===== config.mk =====
export PLATFORM = sky130hd
export DESIGN_NAME = branch_resolve_queue_flat
export DESIGN_NICKNAME = d
export VERILOG_FILES = /design/src/rtl/branch_resolve_queue_pkg.sv /design/src/rtl/branch_resolve_queue_if.sv /design/src/rtl/branch_resolve_queue_storage.sv /design/src/rtl/branch_resolve_queue.sv /design/src/flat_wrapper.sv
export SDC_FILE = /design/constraint.sdc
export NUM_CORES = 1
export LEC_CHECK = 0
export CAP_MARGIN = 20
export CORE_ASPECT_RATIO = 2
export CORE_MARGIN = 3
export CORE_UTILIZATION = 35
export DETAILED_ROUTE_END_ITERATION = 6
export SLEW_MARGIN = 20
export SYNTH_ARGS = -nofsm -noshare
export SYNTH_HDL_FRONTEND = slang
export SYNTH_HIERARCHICAL = 1
export SYNTH_SLANG_ARGS = --single-unit

===== constraint.sdc =====
create_clock -name clock -period 3.32 [get_ports clock]
set_input_delay 0.664 -clock clock [delete_from_list [all_inputs] [get_ports clock]]
set_output_delay 0.664 -clock clock [all_outputs]
set_load 0.05 [all_outputs]

===== src/rtl/branch_resolve_queue_pkg.sv =====
// Shared branch-predictor types and defaults for the branch resolve queue.
package bp_pkg;

    localparam int BP_IDX_W_DEF  = 4;
    localparam int BRQ_DEPTH_DEF = 4;

    typedef struct packed {
        logic [BP_IDX_W_DEF-1:0] idx;
        logic                    pred_taken;
    } brq_entry_t;

    // Saturating 16-bit increment used by the optional statistics counters.
    function automatic logic [15:0] sat_inc16(input logic [15:0] value);
        return (value == 16'hFFFF) ? value : value + 16'd1;
    endfunction

endpackage


===== src/rtl/branch_resolve_queue_if.sv =====
// Fetch/execute/update bundle of the branch resolve queue; slave is the queue side.
interface branch_resolve_queue_if
    import bp_pkg::*;
#(
    parameter int DEPTH = BRQ_DEPTH_DEF,
    parameter int IDX_W = BP_IDX_W_DEF
) ();

    localparam int CNT_W = $clog2(DEPTH) + 1;

    logic             pred_valid;
    logic [IDX_W-1:0] pred_idx;
    logic             pred_taken;
    logic             pred_ready;
    logic             res_valid;
    logic             res_taken;
    logic             upd_valid;
    logic [IDX_W-1:0] upd_idx;
    logic             upd_taken;
    logic             mispredict;
    logic [CNT_W-1:0] count;

    modport slave (
        input  pred_valid, pred_idx, pred_taken, res_valid, res_taken,
        output pred_ready, upd_valid, upd_idx, upd_taken, mispredict, count
    );

    modport master (
        output pred_valid, pred_idx, pred_taken, res_valid, res_taken,
        input  pred_ready, upd_valid, upd_idx, upd_taken, mispredict, count
    );

endinterface


===== src/rtl/branch_resolve_queue_storage.sv =====
// Entry array of the branch resolve queue: one write port, asynchronous read, no reset.
module brq_storage
    import bp_pkg::*;
#(
    parameter int DEPTH = BRQ_DEPTH_DEF,
    parameter int WIDTH = BP_IDX_W_DEF + 1
) (
    input  logic                     clock,
    input  logic                     wr_en,
    input  logic [$clog2(DEPTH)-1:0] wr_addr,
    input  logic [WIDTH-1:0]         wr_data,
    input  logic [$clog2(DEPTH)-1:0] rd_addr,
    output logic [WIDTH-1:0]         rd_data
);

    logic [WIDTH-1:0] mem [DEPTH];

    // Write the pushed entry at the tail slot.
    always_ff @(posedge clock) begin
        if (wr_en) begin
            mem[wr_addr] <= wr_data;
        end
    end

    assign rd_data = mem[rd_addr];

endmodule


===== src/rtl/branch_resolve_queue.sv =====
// In-order queue of predicted branches; emits predictor updates and flushes on mispredict.
// Optional BRQ_STATS_EN adds saturating resolve/mispredict counters.
module branch_resolve_queue
    import bp_pkg::*;
#(
    parameter int DEPTH = BRQ_DEPTH_DEF,
    parameter int IDX_W = BP_IDX_W_DEF
) (
    input  logic                  clock,
    input  logic                  reset,
    branch_resolve_queue_if.slave bus
`ifdef BRQ_STATS_EN
    ,
    output logic [15:0]           stat_resolved,
    output logic [15:0]           stat_mispred
`endif
);

    localparam int PTR_W = $clog2(DEPTH);
    localparam int CNT_W = PTR_W + 1;
    localparam logic [CNT_W-1:0] FULL = CNT_W'(DEPTH);

    logic [PTR_W-1:0] head;
    logic [PTR_W-1:0] tail;
    logic [CNT_W-1:0] occ;
    logic [IDX_W:0]   head_entry;
    logic             res_ok;
    logic             mis;
    logic             push_ok;
    logic             upd_valid;
    logic [IDX_W-1:0] upd_idx;
    logic             upd_taken;
    logic             mispredict;

    // A mispredicting resolve discards any push offered in the same cycle.
    assign res_ok  = bus.res_valid & (occ != {CNT_W{1'b0}});
    assign mis     = res_ok & (bus.res_taken != head_entry[0]);
    assign push_ok = bus.pred_valid & bus.pred_ready & ~mis;

    assign bus.pred_ready = (occ != FULL);
    assign bus.count      = occ;
    assign bus.upd_valid  = upd_valid;
    assign bus.upd_idx    = upd_idx;
    assign bus.upd_taken  = upd_taken;
    assign bus.mispredict = mispredict;

    brq_storage #(
        .DEPTH (DEPTH),
        .WIDTH (IDX_W + 1)
    ) u_storage (
        .clock   (clock),
        .wr_en   (push_ok),
        .wr_addr (tail),
        .wr_data ({bus.pred_idx, bus.pred_taken}),
        .rd_addr (head),
        .rd_data (head_entry)
    );

    // Pointers, occupancy and registered update outputs.
    always_ff @(posedge clock or posedge reset) begin
        if (reset) begin
            head       <= {PTR_W{1'b0}};
            tail       <= {PTR_W{1'b0}};
            occ        <= {CNT_W{1'b0}};
            upd_valid  <= 1'b0;
            upd_idx    <= {IDX_W{1'b0}};
            upd_taken  <= 1'b0;
            mispredict <= 1'b0;
        end else begin
            upd_valid  <= res_ok;
            mispredict <= mis;
            if (res_ok) begin
                upd_idx   <= head_entry[IDX_W:1];
                upd_taken <= bus.res_taken;
            end
            if (mis) begin
                head <= {PTR_W{1'b0}};
                tail <= {PTR_W{1'b0}};
                occ  <= {CNT_W{1'b0}};
            end else begin
                if (push_ok) begin
                    tail <= tail + PTR_W'(1);
                end
                if (res_ok) begin
                    head <= head + PTR_W'(1);
                end
                case ({push_ok, res_ok})
                    2'b10:   occ <= occ + CNT_W'(1);
                    2'b01:   occ <= occ - CNT_W'(1);
                    default: occ <= occ;
                endcase
            end
        end
    end

`ifdef BRQ_STATS_EN
    // Saturating resolve and mispredict statistics.
    always_ff @(posedge clock or posedge reset) begin
        if (reset) begin
            stat_resolved <= 16'd0;
            stat_mispred  <= 16'd0;
        end else begin
            if (res_ok) begin
                stat_resolved <= sat_inc16(stat_resolved);
            end
            if (mis) begin
                stat_mispred <= sat_inc16(stat_mispred);
            end
        end
    end
`endif

endmodule


===== src/flat_wrapper.sv =====
// flat-port wrapper written by rule: the top's interface ports become plain ports
module branch_resolve_queue_flat import bp_pkg::*;
#(
    parameter int DEPTH = BRQ_DEPTH_DEF,
    parameter int IDX_W = BP_IDX_W_DEF
)
  (clock, reset, bus_pred_valid, bus_pred_idx, bus_pred_taken, bus_res_valid, bus_res_taken, bus_pred_ready, bus_upd_valid, bus_upd_idx, bus_upd_taken, bus_mispredict, bus_count);
  branch_resolve_queue_if #(.DEPTH(DEPTH), .IDX_W(IDX_W)) bus_i ();
  input  logic clock;
  input  logic reset;
  input wire logic [$bits(bus_i.pred_valid)-1:0] bus_pred_valid;
  input wire logic [$bits(bus_i.pred_idx)-1:0] bus_pred_idx;
  input wire logic [$bits(bus_i.pred_taken)-1:0] bus_pred_taken;
  input wire logic [$bits(bus_i.res_valid)-1:0] bus_res_valid;
  input wire logic [$bits(bus_i.res_taken)-1:0] bus_res_taken;
  output wire logic [$bits(bus_i.pred_ready)-1:0] bus_pred_ready;
  output wire logic [$bits(bus_i.upd_valid)-1:0] bus_upd_valid;
  output wire logic [$bits(bus_i.upd_idx)-1:0] bus_upd_idx;
  output wire logic [$bits(bus_i.upd_taken)-1:0] bus_upd_taken;
  output wire logic [$bits(bus_i.mispredict)-1:0] bus_mispredict;
  output wire logic [$bits(bus_i.count)-1:0] bus_count;
  assign bus_i.pred_valid = bus_pred_valid;
  assign bus_i.pred_idx = bus_pred_idx;
  assign bus_i.pred_taken = bus_pred_taken;
  assign bus_i.res_valid = bus_res_valid;
  assign bus_i.res_taken = bus_res_taken;
  assign bus_pred_ready = bus_i.pred_ready;
  assign bus_upd_valid = bus_i.upd_valid;
  assign bus_upd_idx = bus_i.upd_idx;
  assign bus_upd_taken = bus_i.upd_taken;
  assign bus_mispredict = bus_i.mispredict;
  assign bus_count = bus_i.count;
  branch_resolve_queue #(.DEPTH(DEPTH), .IDX_W(IDX_W)) u_core (.clock(clock), .reset(reset), .bus(bus_i));
endmodule

Word level (Yosys, flattened, before mapping)

Memories as Yosys holds them, arrays and structs flattened.
Cells that the tools add are included.

Magnitude comparators: 0
$mul: 0
Div/mod/pow operators: 0
Equality and inequality tests: 4
Reductions and logical operators: 4
Bitwise logic cells: 5
Shifts and indexed selects: 0
Add/subtract/negate cells: 4
Mux-type cells: 8

Operators by type and width:

| kind                                                                | number |
|---|---|
| 2-bit two-way mux                                                   | 4 |
| 3-bit case mux with 2 select lines                                  | 1 |
| 3-bit nonzero test                                                  | 2 |
| 2-bit by 1-bit adder with 2-bit output (second input constant)      | 2 |
| 1-bit bitwise AND                                                   | 4 |
| 2-bit nonzero test                                                  | 2 |
| 3-bit by 1-bit adder with 3-bit output (second input constant)      | 1 |
| 3-bit two-way mux                                                   | 1 |
| 3-bit inequality test (second input constant)                       | 1 |
| 3-bit by 1-bit subtractor with 3-bit output (second input constant) | 1 |
| 2-bit by 1-bit == test with 1-bit output (second input constant)    | 1 |
| 2-bit == test (second input constant)                               | 1 |
| 1-bit two-way mux                                                   | 2 |
| 1-bit inequality test                                               | 1 |
| 1-bit inverter                                                      | 1 |

Bits in latches: 0
Logic and storage cells: 33
Output and inout bits: 11
Memory bits (read-only): 0
Memory bits (writable): 20
Bits of input ports: 10
Memories: 1
Register bits: 14

Memories:

| memory               | depth | bits a word | rd ports | clocked after memory_dff | wr ports | line                               | source |
|---|---|---|---|---|---|---|---|
| u_core.u_storage.mem | 4     | 5           | 1        | 0                        | 1        | branch_resolve_queue_storage.sv:16 | `logic [WIDTH-1:0] mem [DEPTH];` |

Depth between registers and ports, before layout

Word-level depth: 8
Mapped depth: 9
Depth with buffers taken out: 8

Cells and area by module

Netlist, hierarchy kept.

By module, submodules not included:

| module               | cells an instance | area an instance (µm²) | sequential area each (µm²) | times used |
|---|---|---|---|---|
| brq_storage          | 30                | 755.7                  | 600.6                      | 1 |
| branch_resolve_queue | 74                | 708.2                  | 350.3                      | 1 |

Least setup slack after synthesis

OpenSTA, ideal clock, no wires.

Kind: register -> register
Start point: register u_core.head[0]
End point: register u_core.occ[2], in the netlist u_core/bus.count[2]
Arrival time: 2.399 ns
Clock period less this slack: 2.527 ns
Cell stages (with the launch flop): 10
Path slack: 0.793 ns
Buffers on the path: 1
Setup time: 0.128 ns
Required time: 3.192 ns
Cells stage by stage: dfrtp_1 > buf_6 > mux4_2 > xnor2_1 > a31oi_1 > fa_1 > nand2_1 > o21ai_0 > a211oi_1 > o21ai_0

Cells in the longest elaborated chain, start to end: 8
Elaborated cells on any way between the ends: 10
Those cells by class: 3 x eq/ne; 2 x mux; 3 x bitwise; 1 x reduce/logical; 1 x memory

RTL lines:

| item                                                                      | line                       | source |
|---|---|---|
| start, declared                                                           | branch_resolve_queue.sv:23 | `logic [PTR_W-1:0] head;` |
| start signal, assigned                                                    | branch_resolve_queue.sv:62 | `head <= {PTR_W{1'b0}};` |
| start signal, assigned                                                    | branch_resolve_queue.sv:77 | `head <= {PTR_W{1'b0}};` |
| start signal, assigned                                                    | branch_resolve_queue.sv:85 | `head <= head + PTR_W'(1);` |
| memory 4 x 5 bit *                                                        | --                         |  |
| named net u_core.head_entry[0]                                            | branch_resolve_queue.sv:26 | `logic [IDX_W:0] head_entry;` |
| 1-bit inequality test *                                                   | branch_resolve_queue.sv:37 | `assign mis = res_ok & (bus.res_taken != head_entry[0]);` |
| 1-bit bitwise AND *                                                       | branch_resolve_queue.sv:37 |  |
| 1-bit inverter                                                            | branch_resolve_queue.sv:38 | `assign push_ok = bus.pred_valid & bus.pred_ready & ~mis;` |
| 1-bit bitwise AND                                                         | branch_resolve_queue.sv:38 |  |
| 2-bit by 1-bit == test with 1-bit output or 2-bit == test (tied branches) | branch_resolve_queue.sv:87 | `case ({push_ok, res_ok})` |
| 3-bit case mux with 2 select lines                                        | branch_resolve_queue.sv:87 |  |
| 3-bit two-way mux                                                         | branch_resolve_queue.sv:76 | `if (mis) begin` |
| end signal, assigned                                                      | branch_resolve_queue.sv:79 | `occ <= {CNT_W{1'b0}};` |
| end signal, assigned                                                      | branch_resolve_queue.sv:88 | `2'b10: occ <= occ + CNT_W'(1);` |
| end signal, assigned                                                      | branch_resolve_queue.sv:89 | `2'b01: occ <= occ - CNT_W'(1);` |
| end, declared                                                             | branch_resolve_queue.sv:25 | `logic [CNT_W-1:0] occ;` |

The timed path passes the listed nets; every way through them passes the cells marked *.
A chain may end at the register's enable or synchronous reset.

Final worst setup path

Start point: register u_core.occ[2], in the netlist u_core/bus.count[2]
End point: output bus_pred_ready

Cells in the longest elaborated chain, start to end: 1

RTL lines:

| item                   | line                       | source |
|---|---|---|
| start signal, assigned | branch_resolve_queue.sv:64 | `occ <= {CNT_W{1'b0}};` |
| start signal, assigned | branch_resolve_queue.sv:79 |  |
| start signal, assigned | branch_resolve_queue.sv:88 |  |
| 3-bit inequality test  | branch_resolve_queue.sv:40 | `assign bus.pred_ready = (occ != FULL);` |
| end, declared          | flat_wrapper.sv:16         | `output wire logic [$bits(bus_i.pred_ready)-1:0] bus_pred_ready;` |

Every way passes these cells.

==> metrics.cfg <==
[cts]
cts_setup_buffers=0
holdBufCountCts=0
tritoncts=yes
clock_latency_ns=0.28
cts_resized=0
cts.sinks=34
h-tree-depth=2
clk_pin_slew_worst_paths_ns=0.07
cts_buffer_depth=2
numCtsBuffers=5
cts-root-buf=clkbuf_8

[worst_setup_path]
reg2reg_depth=9
cp-start-kind=register
rrSetupSlack_ns=0.62
slowest_delay_ns=0.72
slowest_stage=clkdlybuf4s50_1
crit_type=register to output pin
worstReg2RegStart=u_core/head[0]
crit_chain=or3b_2 > clkdlybuf4s50_1
reg2reg_to=u_core/bus.count[2]
timing.critical_path.arrival_ns=2.07
worstSetupEndpointType=output pin
cp_max_fo=8
worstPathRequired_ns=2.66

[detailed_routing]
drt_iter0_drc=8
ant_nets=0
vias=896
dr.pass1.iters=3
drcViolationCount=0
routed_wl_um=2500
via_per_inst=4.95
avgRoutedWirePerCell_um=13.8

[sta]
maxSlewViolCount=0
hold_viol_final=0
final.min_clock_period_ns=2.73
timing.hold.ws_ns=0.474
rsz0062_at_grt=false
post-route-period-util=0.822
max-slew-margin-rel=0.632
setup_tns_ns=0
max_clock_freq_mhz=366
skew_ns=0.00780
tightest_slew_ns=0.552
finalSetupViolations=0

[yosys]
yosys_register_bits=34
synth_commonest_cells=20 x edfxtp_1, 20 x nand2_1, 14 x dfrtp_1
ys.warnings.count=6
yosysTopAreaCellShare=0.410
avgSynthCellArea_um2=14.1
synth.area.top_cells=edfxtp_1 41%, dfrtp_1 24%, mux4_2 7.7%
synthMuxAreaShare=0.0915
ys_seq_area_frac=0.650
synthXorXnorAreaFrac=0.0239
synth_nets=115
synth.distinct_cells=33
synth-async-reset-ratio=0.412
synth_top_family_by_area=simple AND/OR/NAND/NOR gates
netlist_area_um2=1460
syn_inst=104
synth_compound_area_frac=0.0692
synth_ff_type=edfxtp_1
synthAdderAreaFrac=0.0137
synth_top_cell_by_area=edfxtp_1
synth-edff-count=20
synthSimpleGateAreaFrac=0.128

[cells_and_area]
area_growth_syn_to_layout_pct=26.2
final_layout_size_suffix_gt1_frac=0.146
num_antenna_cells=0
design_area_um2=1850
nNetsFinal=140
fin_cells=181

[floorplan]
ios=21
die_y_um=97.5
fp.dieW_um=51.7
start_util=0.373
core_area_um2=3920
rows=32
die_area_um2=5040

[flow_run]
drv_cap=0

[outcome]
status=complete, no violations

[placement]
portBuffers=20
dp_cells=173
dp_hpwl_um=1890
postPlaceCellArea_um2=1720
gp_congestion=0.766

[grt]
overflow=0
grtUsageTotal=0.114
first_global_vias=926
grt_first_pass_wirelength_um=4210
grt_max_degree=15
antenna_found_initial=0

[power]
finalPower_mw=1.85
vdd_drop_max_mv=0.614
p_leak_nw=0.719
p_per_area_nw_per_um2=1000

[hold_path]
hp-class=register to register
hold_depth=2
min_from=u_core/bus.upd_idx[3]
hold_end=u_core/bus.upd_idx[3]

-- logic make-up (layout without fill, tap and decap cells) --
group                    after synthesis  after routing
AND/OR/NAND/NOR                       38             38
flip-flops                            34             34
AO/OA/AOI/OAI                         14             14
multiplexers                           7              7
buffers and inverters                  6             32
XOR/XNOR                               4              4
adder cells (fa/ha/maj)                1              1
-- placed cells by master, fill, tap and decap left out, types with 2 or more instances in the layout --
cell type	n
edfxtp_1	20
nand3_1	2
clkbuf_8	5
mux4_2	5
buf_4	2
nand2_1	20
and3b_1	3
nor2_1	6
dfrtp_1	14
xor2_1	3
o21ai_0	7
clkdlybuf4s50_1	20
bufinv_16	2
-- where the power goes --
group,switching (mW),internal (mW)
logic,0.426,0.292
registers,0.114,0.576
clock network,0.144,0.297
-- worst max path at each step --
stage	start	to	cells after the start
floorplan	u_core/head[0]	u_core/bus.count[2]	9
global placement	bus_res_taken	u_core/bus.count[2]	9
detailed placement	bus_res_taken	u_core/bus.count[2]	9
CTS	u_core/bus.count[2]	bus_pred_ready	2
global route	u_core/bus.count[2]	bus_pred_ready	2
finish	u_core/bus.count[2]	bus_pred_ready	2
-- through the flow --
step / setup slack, ns / util
after global routing: 0.524 / 0.471
after detailed placement: 0.619 / 0.437
after floorplan: 0.793 / -
final: 0.589 / 0.471
after CTS: 0.569 / 0.471
after global placement: 0.729 / 0.437
-- layer usage --
metal  GRT usage  up-vias  wire [um]
li1            -      426          -
met1       0.114      442        929
met2       0.191       20       1370
met3      0.0399        8        120
met4      0.0727        0         80
met5           0        -          0
-- registers in the layout, indices dropped and copies added, names as in the netlist --
register and count:
u_core/bus.upd_idx 4, u_core/tail 2, u_core/bus.upd_taken 1, u_core/bus.upd_valid 1, u_core/bus.count 3, u_core/u_storage/mem 20
u_core/head 2, u_core/bus.mispredict 1
-- area by class of cell --
type	instances	area, um^2
clock buffer	5	68.8
clock inverter	3	63.8
fill	387	2080
inverter	2	7.51
multi-input combinational	64	478
sequential	34	951
tap	51	63.8
timing repair buffer	22	215
-- critical path: cells and delay by family, from the launching register on --
family	cells	cell delay (ns)
buffers and inverters	1	0.72
flip-flops	1	0.52
AND/OR/NAND/NOR	1	0.54
No activity file was read; power rests on OpenSTA's default activity.
